## config.mk

```make
export PLATFORM = sky130hd
export DESIGN_NAME = alu_operand_seq
export DESIGN_NICKNAME = d
export VERILOG_FILES = /design/src/rtl/alu_seq_pkg.sv /design/src/rtl/btn_debounce.sv /design/src/rtl/alu_operand_seq.sv
export SDC_FILE = /design/constraint.sdc
export NUM_CORES = 1
export LEC_CHECK = 0
export BUFFER_PORTS_ARGS = -buffer_cell sky130_fd_sc_hd__buf_2
export CORE_AREA = 2 2 84 86
export DETAILED_ROUTE_END_ITERATION = 10
export DIE_AREA = 0 0 86 88
export GPL_ROUTABILITY_DRIVEN = 0
export SYNTH_ARGS = -nofsm -noshare
export SYNTH_HDL_FRONTEND = slang
export SYNTH_SLANG_ARGS = --single-unit
```

## constraint.sdc

```tcl
create_clock -name clk -period 2.3 [get_ports clk]
set_input_delay 0.345 -clock clk [delete_from_list [all_inputs] [get_ports clk]]
set_output_delay 0.345 -clock clk [all_outputs]
set_load 0.01 [all_outputs]
```

## src/rtl/alu_seq_pkg.sv

```systemverilog
// Shared definitions for the ALU operand-entry stage: phase encoding and
// the default debounce length.
package alu_seq_pkg;

    localparam logic [1:0] PHASE_LOAD_A  = 2'd0;
    localparam logic [1:0] PHASE_LOAD_B  = 2'd1;
    localparam logic [1:0] PHASE_LOAD_OP = 2'd2;
    localparam logic [1:0] PHASE_RUN     = 2'd3;

    // 10 ms at 100 MHz
    localparam int DEBOUNCE_CYCLES_DEF = 1000000;
    localparam int CNT_W_DEF           = 20;

    typedef enum logic [1:0] {
        ST_LOAD_A  = PHASE_LOAD_A,
        ST_LOAD_B  = PHASE_LOAD_B,
        ST_LOAD_OP = PHASE_LOAD_OP,
        ST_RUN     = PHASE_RUN
    } phase_e;

    // Phase that follows st on a "next" event.
    function automatic phase_e phase_after(input phase_e st);
        phase_e nxt;
        case (st)
            ST_LOAD_A:  nxt = ST_LOAD_B;
            ST_LOAD_B:  nxt = ST_LOAD_OP;
            ST_LOAD_OP: nxt = ST_RUN;
            ST_RUN:     nxt = ST_LOAD_A;
            default:    nxt = ST_LOAD_A;
        endcase
        return nxt;
    endfunction

endpackage

```

## src/rtl/btn_debounce.sv

```systemverilog
// Push-button conditioning: 2-flop synchroniser, stability counter and a
// one-cycle pulse on each debounced press.
module btn_debounce #(
    parameter int DEBOUNCE_CYCLES = 1000000,
    parameter int CNT_W           = 20
) (
    input  logic clk,
    input  logic rst_n,
    input  logic btn_raw,
    output logic level,
    output logic rise_pulse
);

    localparam logic [CNT_W-1:0] CNT_LAST = CNT_W'(DEBOUNCE_CYCLES - 1);
    localparam logic [CNT_W-1:0] CNT_ONE  = CNT_W'(1);

    logic             sync1_q, sync2_q;
    logic             stable_q, stable_d;
    logic             stable_prev_q;
    logic             rise_q, rise_d;
    logic [CNT_W-1:0] cnt_q, cnt_d;

    // Counter runs only while the synced input disagrees with the accepted level.
    always_comb begin
        cnt_d    = cnt_q;
        stable_d = stable_q;
        if (sync2_q == stable_q) begin
            cnt_d = '0;
        end else if (cnt_q == CNT_LAST) begin
            stable_d = sync2_q;
            cnt_d    = '0;
        end else begin
            cnt_d = cnt_q + CNT_ONE;
        end
        rise_d = stable_q & ~stable_prev_q;
    end

    // Synchroniser, debounce state and edge-detect registers.
    always_ff @(posedge clk) begin
        if (!rst_n) begin
            sync1_q       <= 1'b0;
            sync2_q       <= 1'b0;
            stable_q      <= 1'b0;
            stable_prev_q <= 1'b0;
            rise_q        <= 1'b0;
            cnt_q         <= '0;
        end else begin
            sync1_q       <= btn_raw;
            sync2_q       <= sync1_q;
            stable_q      <= stable_d;
            stable_prev_q <= stable_q;
            rise_q        <= rise_d;
            cnt_q         <= cnt_d;
        end
    end

    assign level      = stable_q;
    assign rise_pulse = rise_q;

endmodule

```

## src/rtl/alu_operand_seq.sv

```systemverilog
// Operand-entry stage: one switch bank and a "next" button load A, B and the
// opcode in turn, then hold them for the ALU; "clear" returns to LOAD_A.
module alu_operand_seq
    import alu_seq_pkg::*;
#(
    parameter int DEBOUNCE_CYCLES = DEBOUNCE_CYCLES_DEF,
    parameter int CNT_W           = CNT_W_DEF
) (
    input  logic       clk,
    input  logic       rst_n,
    input  logic [7:0] sw,
    input  logic       btn_next,
    input  logic       btn_clr,
    output logic [7:0] a_out,
    output logic [7:0] b_out,
    output logic [2:0] op_out,
    output logic [1:0] phase,
    output logic       result_valid,
    output logic       next_pulse
);

    logic next_pulse_s, clr_pulse_s;
    logic unused_next_level_s, unused_clr_level_s;

    phase_e     phase_q, phase_d;
    logic [7:0] a_q, a_d;
    logic [7:0] b_q, b_d;
    logic [2:0] op_q, op_d;
    logic       rv_q, rv_d;

    btn_debounce #(
        .DEBOUNCE_CYCLES (DEBOUNCE_CYCLES),
        .CNT_W           (CNT_W)
    ) u_next_db (
        .clk        (clk),
        .rst_n      (rst_n),
        .btn_raw    (btn_next),
        .level      (unused_next_level_s),
        .rise_pulse (next_pulse_s)
    );

    btn_debounce #(
        .DEBOUNCE_CYCLES (DEBOUNCE_CYCLES),
        .CNT_W           (CNT_W)
    ) u_clr_db (
        .clk        (clk),
        .rst_n      (rst_n),
        .btn_raw    (btn_clr),
        .level      (unused_clr_level_s),
        .rise_pulse (clr_pulse_s)
    );

    // Entry FSM; clear wins over next when both pulse in the same cycle.
    always_comb begin
        phase_d = phase_q;
        a_d     = a_q;
        b_d     = b_q;
        op_d    = op_q;
        if (clr_pulse_s) begin
            phase_d = ST_LOAD_A;
            a_d     = 8'h00;
            b_d     = 8'h00;
            op_d    = 3'd0;
        end else if (next_pulse_s) begin
            case (phase_q)
                ST_LOAD_A:  a_d  = sw;
                ST_LOAD_B:  b_d  = sw;
                ST_LOAD_OP: op_d = sw[2:0];
                ST_RUN:     op_d = op_q;
                default:    op_d = op_q;
            endcase
            phase_d = phase_after(phase_q);
        end else begin
            phase_d = phase_q;
        end
        rv_d = (phase_d == ST_RUN);
    end

    // Phase, operand and valid registers.
    always_ff @(posedge clk) begin
        if (!rst_n) begin
            phase_q <= ST_LOAD_A;
            a_q     <= 8'h00;
            b_q     <= 8'h00;
            op_q    <= 3'd0;
            rv_q    <= 1'b0;
        end else begin
            phase_q <= phase_d;
            a_q     <= a_d;
            b_q     <= b_d;
            op_q    <= op_d;
            rv_q    <= rv_d;
        end
    end

    assign a_out        = a_q;
    assign b_out        = b_q;
    assign op_out       = op_q;
    assign phase        = phase_q;
    assign result_valid = rv_q;
    assign next_pulse   = next_pulse_s;

endmodule

```

==> out/results.ini <==
[critical_path]
crit_buf_inv = 1
worstPathRequired_ns = 2.52
worstReg2RegStart = u_clr_db.cnt_q[13]$_SDFF_PP0_
path_max_fanout = 20
rr_worst_depth = 5
worstPathCellList = or4b_1 -> or4_1 -> o211ai_1 -> buf_4 -> nor2_1
start_kind = flop
worst_r2r_endpoint = u_clr_db.cnt_q[13]$_SDFF_PP0_
cpMaxStageDelayCell = or4_1
cp_top_family = simple AND/OR/NAND/NOR gates
r2r_setup_slack_ns = 0.28
end_kind = flop
cp_data_arrival_time_ns = 2.25
critPathKind = flop to flop
slowest_delay_ns = 0.54

[detailed_routing]
initialDrtViolationCount = 101
post_drt_wl_per_cell_um = 12.3
drc_errors = 0
vias_per_cell = 5.18
vias = 2385
dr.pass1.iters = 4
antenna_left = 0
routed_wl_um = 5660

[power_and_ir_drop]
p_clk_frac = 0.503
p_per_area_nw_per_um2 = 750
netSwitchingPower_mw = 0.497
power.leakage_nw = 1.23
p_comb_frac = 0.014
p_int_mw = 2.09
peakVddDrop_uv = 344
power.share.sequential = 0.483
swShare = 0.192

[layout]
antennaDiodeCount = 0
stdcell_area_um2 = 3450
multi_input_area_um2 = 1400
fin_nets = 393
register_area_um2 = 1440
fin_cells = 460
layout-drive-gt1-share = 0.147
nFillCells = 633
syn_to_final_growth_pct = 17.0

[synth]
synthesis.nets = 359
synth.distinct_cells = 31
syn_inst = 341
avgSynthCellArea_um2 = 8.66
async_reset_ff_frac = 0
synth_edf_count = 0
ys_seq_elements = 72
netlist_area_um2 = 2950
synth.yosys.warnings = 0
ys_seq_area_frac = 0.488
synth_ff_type = dfxtp_1

[placement]
postPlaceCellArea_um2 = 3190
place_inst = 444
hpwlAfterDp_um = 3960
io_buffers = 34

[cts]
clock_latency_ns = 0.34
cts_setup_buffers = 0
cts_made_buffers = 9
clkSlewWorstSetupHoldPaths_ns = 0.07
cts_root_buf = clkbuf_8
clkSinkCount = 72
cts_resized = 0
h-tree-depth = 3
cts_tree = done
hold_buffers = 0
cts_buffer_depth = 2

[timing]
rsz0062_at_grt = no
tns_ns = 0
finalSetupViolations = 0
final.period_utilization = 0.879
fmax_mhz = 494
finalCriticalPeriod_ns = 2.02
hold_viol_final = 0
finClkSkew_ns = 0.00810
relSlewSlack = 0.594
drv_slew = 0
worstMarginPinSlew_ns = 0.608

[min_path]
hold_class = input port to flop
min_to = u_clr_db.sync1_q$_SDFF_PN0_
hold_start = btn_clr
worstHoldPathCells = 2

[die]
start_util = 0.444
die_h_um = 88
io_pins = 35
die-width_um = 86
design.core.area_um2 = 6640
dieArea_um2 = 7570
rows = 30

[global_routing]
gr-total-overflow = 0
top_usage_layer = met2
grtUsageMet2 = 0.262
antenna_found_initial = 0
grt_pass1_wl_um = 9760
grt_pass1_vias = 2225
gr-usage-all-layers = 0.161
grt_max_degree = 23
met1_usage = 0.199
use_met3 = 0.0509

[status]
status = finished clean

[job]
drv_cap = 0

-- per-layer routing --
layer / part of all wire / vias to the layer above
met5: 0 / -
met4: 0.0074 / 0
met3: 0.055 / 4
met2: 0.46 / 38
met1: 0.48 / 1091
li1: - / 1252
-- worst max-delay path by stage --
stage,startpoint,endpoint,slack [ns],cells after the start
after floorplan,u_clr_db.cnt_q[0]$_SDFF_PP0_,u_clr_db.cnt_q[18]$_SDFF_PP0_,0.42,6
after global placement,u_clr_db.cnt_q[13]$_SDFF_PP0_,u_clr_db.cnt_q[4]$_SDFF_PP0_,0.32,5
after detailed placement,u_clr_db.cnt_q[13]$_SDFF_PP0_,u_clr_db.cnt_q[17]$_SDFF_PP0_,0.27,5
after CTS,u_clr_db.cnt_q[0]$_SDFF_PP0_,u_clr_db.cnt_q[18]$_SDFF_PP0_,0.25,5
after global routing,u_clr_db.cnt_q[13]$_SDFF_PP0_,u_clr_db.cnt_q[11]$_SDFF_PP0_,0.14,5
final,u_clr_db.cnt_q[13]$_SDFF_PP0_,u_clr_db.cnt_q[13]$_SDFF_PP0_,0.28,5
-- power by group through the flow --
| stage | Combinational [mW] | Sequential [mW] | Clock [mW] |
|---|---|---|---|
| 2_1_floorplan | 0.0174 | 1.28 | 0 |
| 3_3_place_gp | 0.0362 | 1.28 | 0 |
| 3_5_place_dp | 0.0362 | 1.28 | 0 |
| 4_1_cts | 0.0363 | 1.25 | 1.33 |
| 5_1_grt | 0.0403 | 1.25 | 1.39 |
| 6_report | 0.0355 | 1.25 | 1.30 |
-- Yosys cell counts (3+ instances only) --
cell type / n / share of area
dfxtp_1: 72 / 0.49
a21oi_1: 35 / 0.059
nand2_1: 34 / 0.043
nand3_1: 31 / 0.053
nor2_1: 29 / 0.037
xor2_1: 17 / 0.050
inv_1: 13 / 0.017
clkbuf_1: 12 / 0.015
or4_1: 11 / 0.028
and2_1: 10 / 0.021
o21ai_0: 10 / 0.017
nand4_1: 9 / 0.019
or3_1: 9 / 0.019
o31ai_1: 7 / 0.018
xnor2_1: 7 / 0.021
and3_1: 6 / 0.013
ha_1: 6 / 0.025
nor3_1: 3 / 0.0051
-- cell families after synthesis --
kind of cell | after synthesis | share of synthesized area
adder cells (fa/ha/maj) | 6 | 0.0254
buffers and inverters | 28 | 0.0386
flip-flops | 72 | 0.488
AO/OA/AOI/OAI | 54 | 0.0992
multiplexers | 1 | 0.00339
XOR/XNOR | 24 | 0.0712
AND/OR/NAND/NOR | 156 | 0.274
-- per-stage QoR --
stage	setup WS (ns)	hold WS, ns	power, mW	utilization
2_1_floorplan	0.417	0.367	1.30	-
3_3_place_gp	0.316	0.372	1.32	0.480
3_5_place_dp	0.271	0.378	1.32	0.480
4_1_cts	0.255	0.200	2.62	0.520
5_1_grt	0.135	0.204	2.68	0.520
6_report	0.277	0.211	2.59	0.520
-- worst register-to-register path: stages (launching register included) --
cell and delay, ns:
dfxtp_1 0.35, or4b_1 0.51, or4_1 0.54, o211ai_1 0.18, buf_4 0.26, nor2_1 0.07
-- final cells by class --
| class | count | area share |
|---|---|---|
| Multi-Input combinational cell | 241 | 0.404 |
| Inverter | 13 | 0.0141 |
| Clock inverter | 7 | 0.0417 |
| Timing Repair Buffer | 38 | 0.0580 |
| Sequential cell | 72 | 0.417 |
| Tap cell | 80 | 0.0290 |
| Clock buffer | 9 | 0.0359 |
-- flip-flops by register name (all words and copies together) (netlist names) --
name,cells
op_out,3
u_next_db.sync2_q,1
result_valid,1
u_next_db.rise_pulse,1
u_clr_db.sync2_q,1
b_out,8
u_clr_db.cnt_q,20
u_next_db.sync1_q,1
u_next_db.level,1
phase,2
u_clr_db.level,1
u_next_db.cnt_q,20
u_next_db.stable_prev_q,1
u_clr_db.sync1_q,1
a_out,8
u_clr_db.stable_prev_q,1
u_clr_db.rise_pulse,1
-- layout by cell type (no fill, tap or decap) --
cell type    n
dfxtp_1     72
a21oi_1     35
nand2_1     34
buf_2       34
nand3_1     31
nor2_1      29
xor2_1      17
inv_1       13
or4_1       11
and2_1      10
o21ai_0     10
nand4_1      9
or3_1        9
clkbuf_8     9
o31ai_1      7
xnor2_1      7
and3_1       6
ha_1         6
bufinv_16    4
buf_4        4
nor3_1       3
and4_1       2
nor4b_1      2
o211ai_1     2
nand2b_1     2
nor2b_1      2
nor4_1       2
clkinvlp_4   2
nor3b_1      1
mux2i_1      1
nand3_2      1
or2_2        1
or4b_1       1
clkinv_4     1
Note: power is estimated with default switching activity, not from simulation.
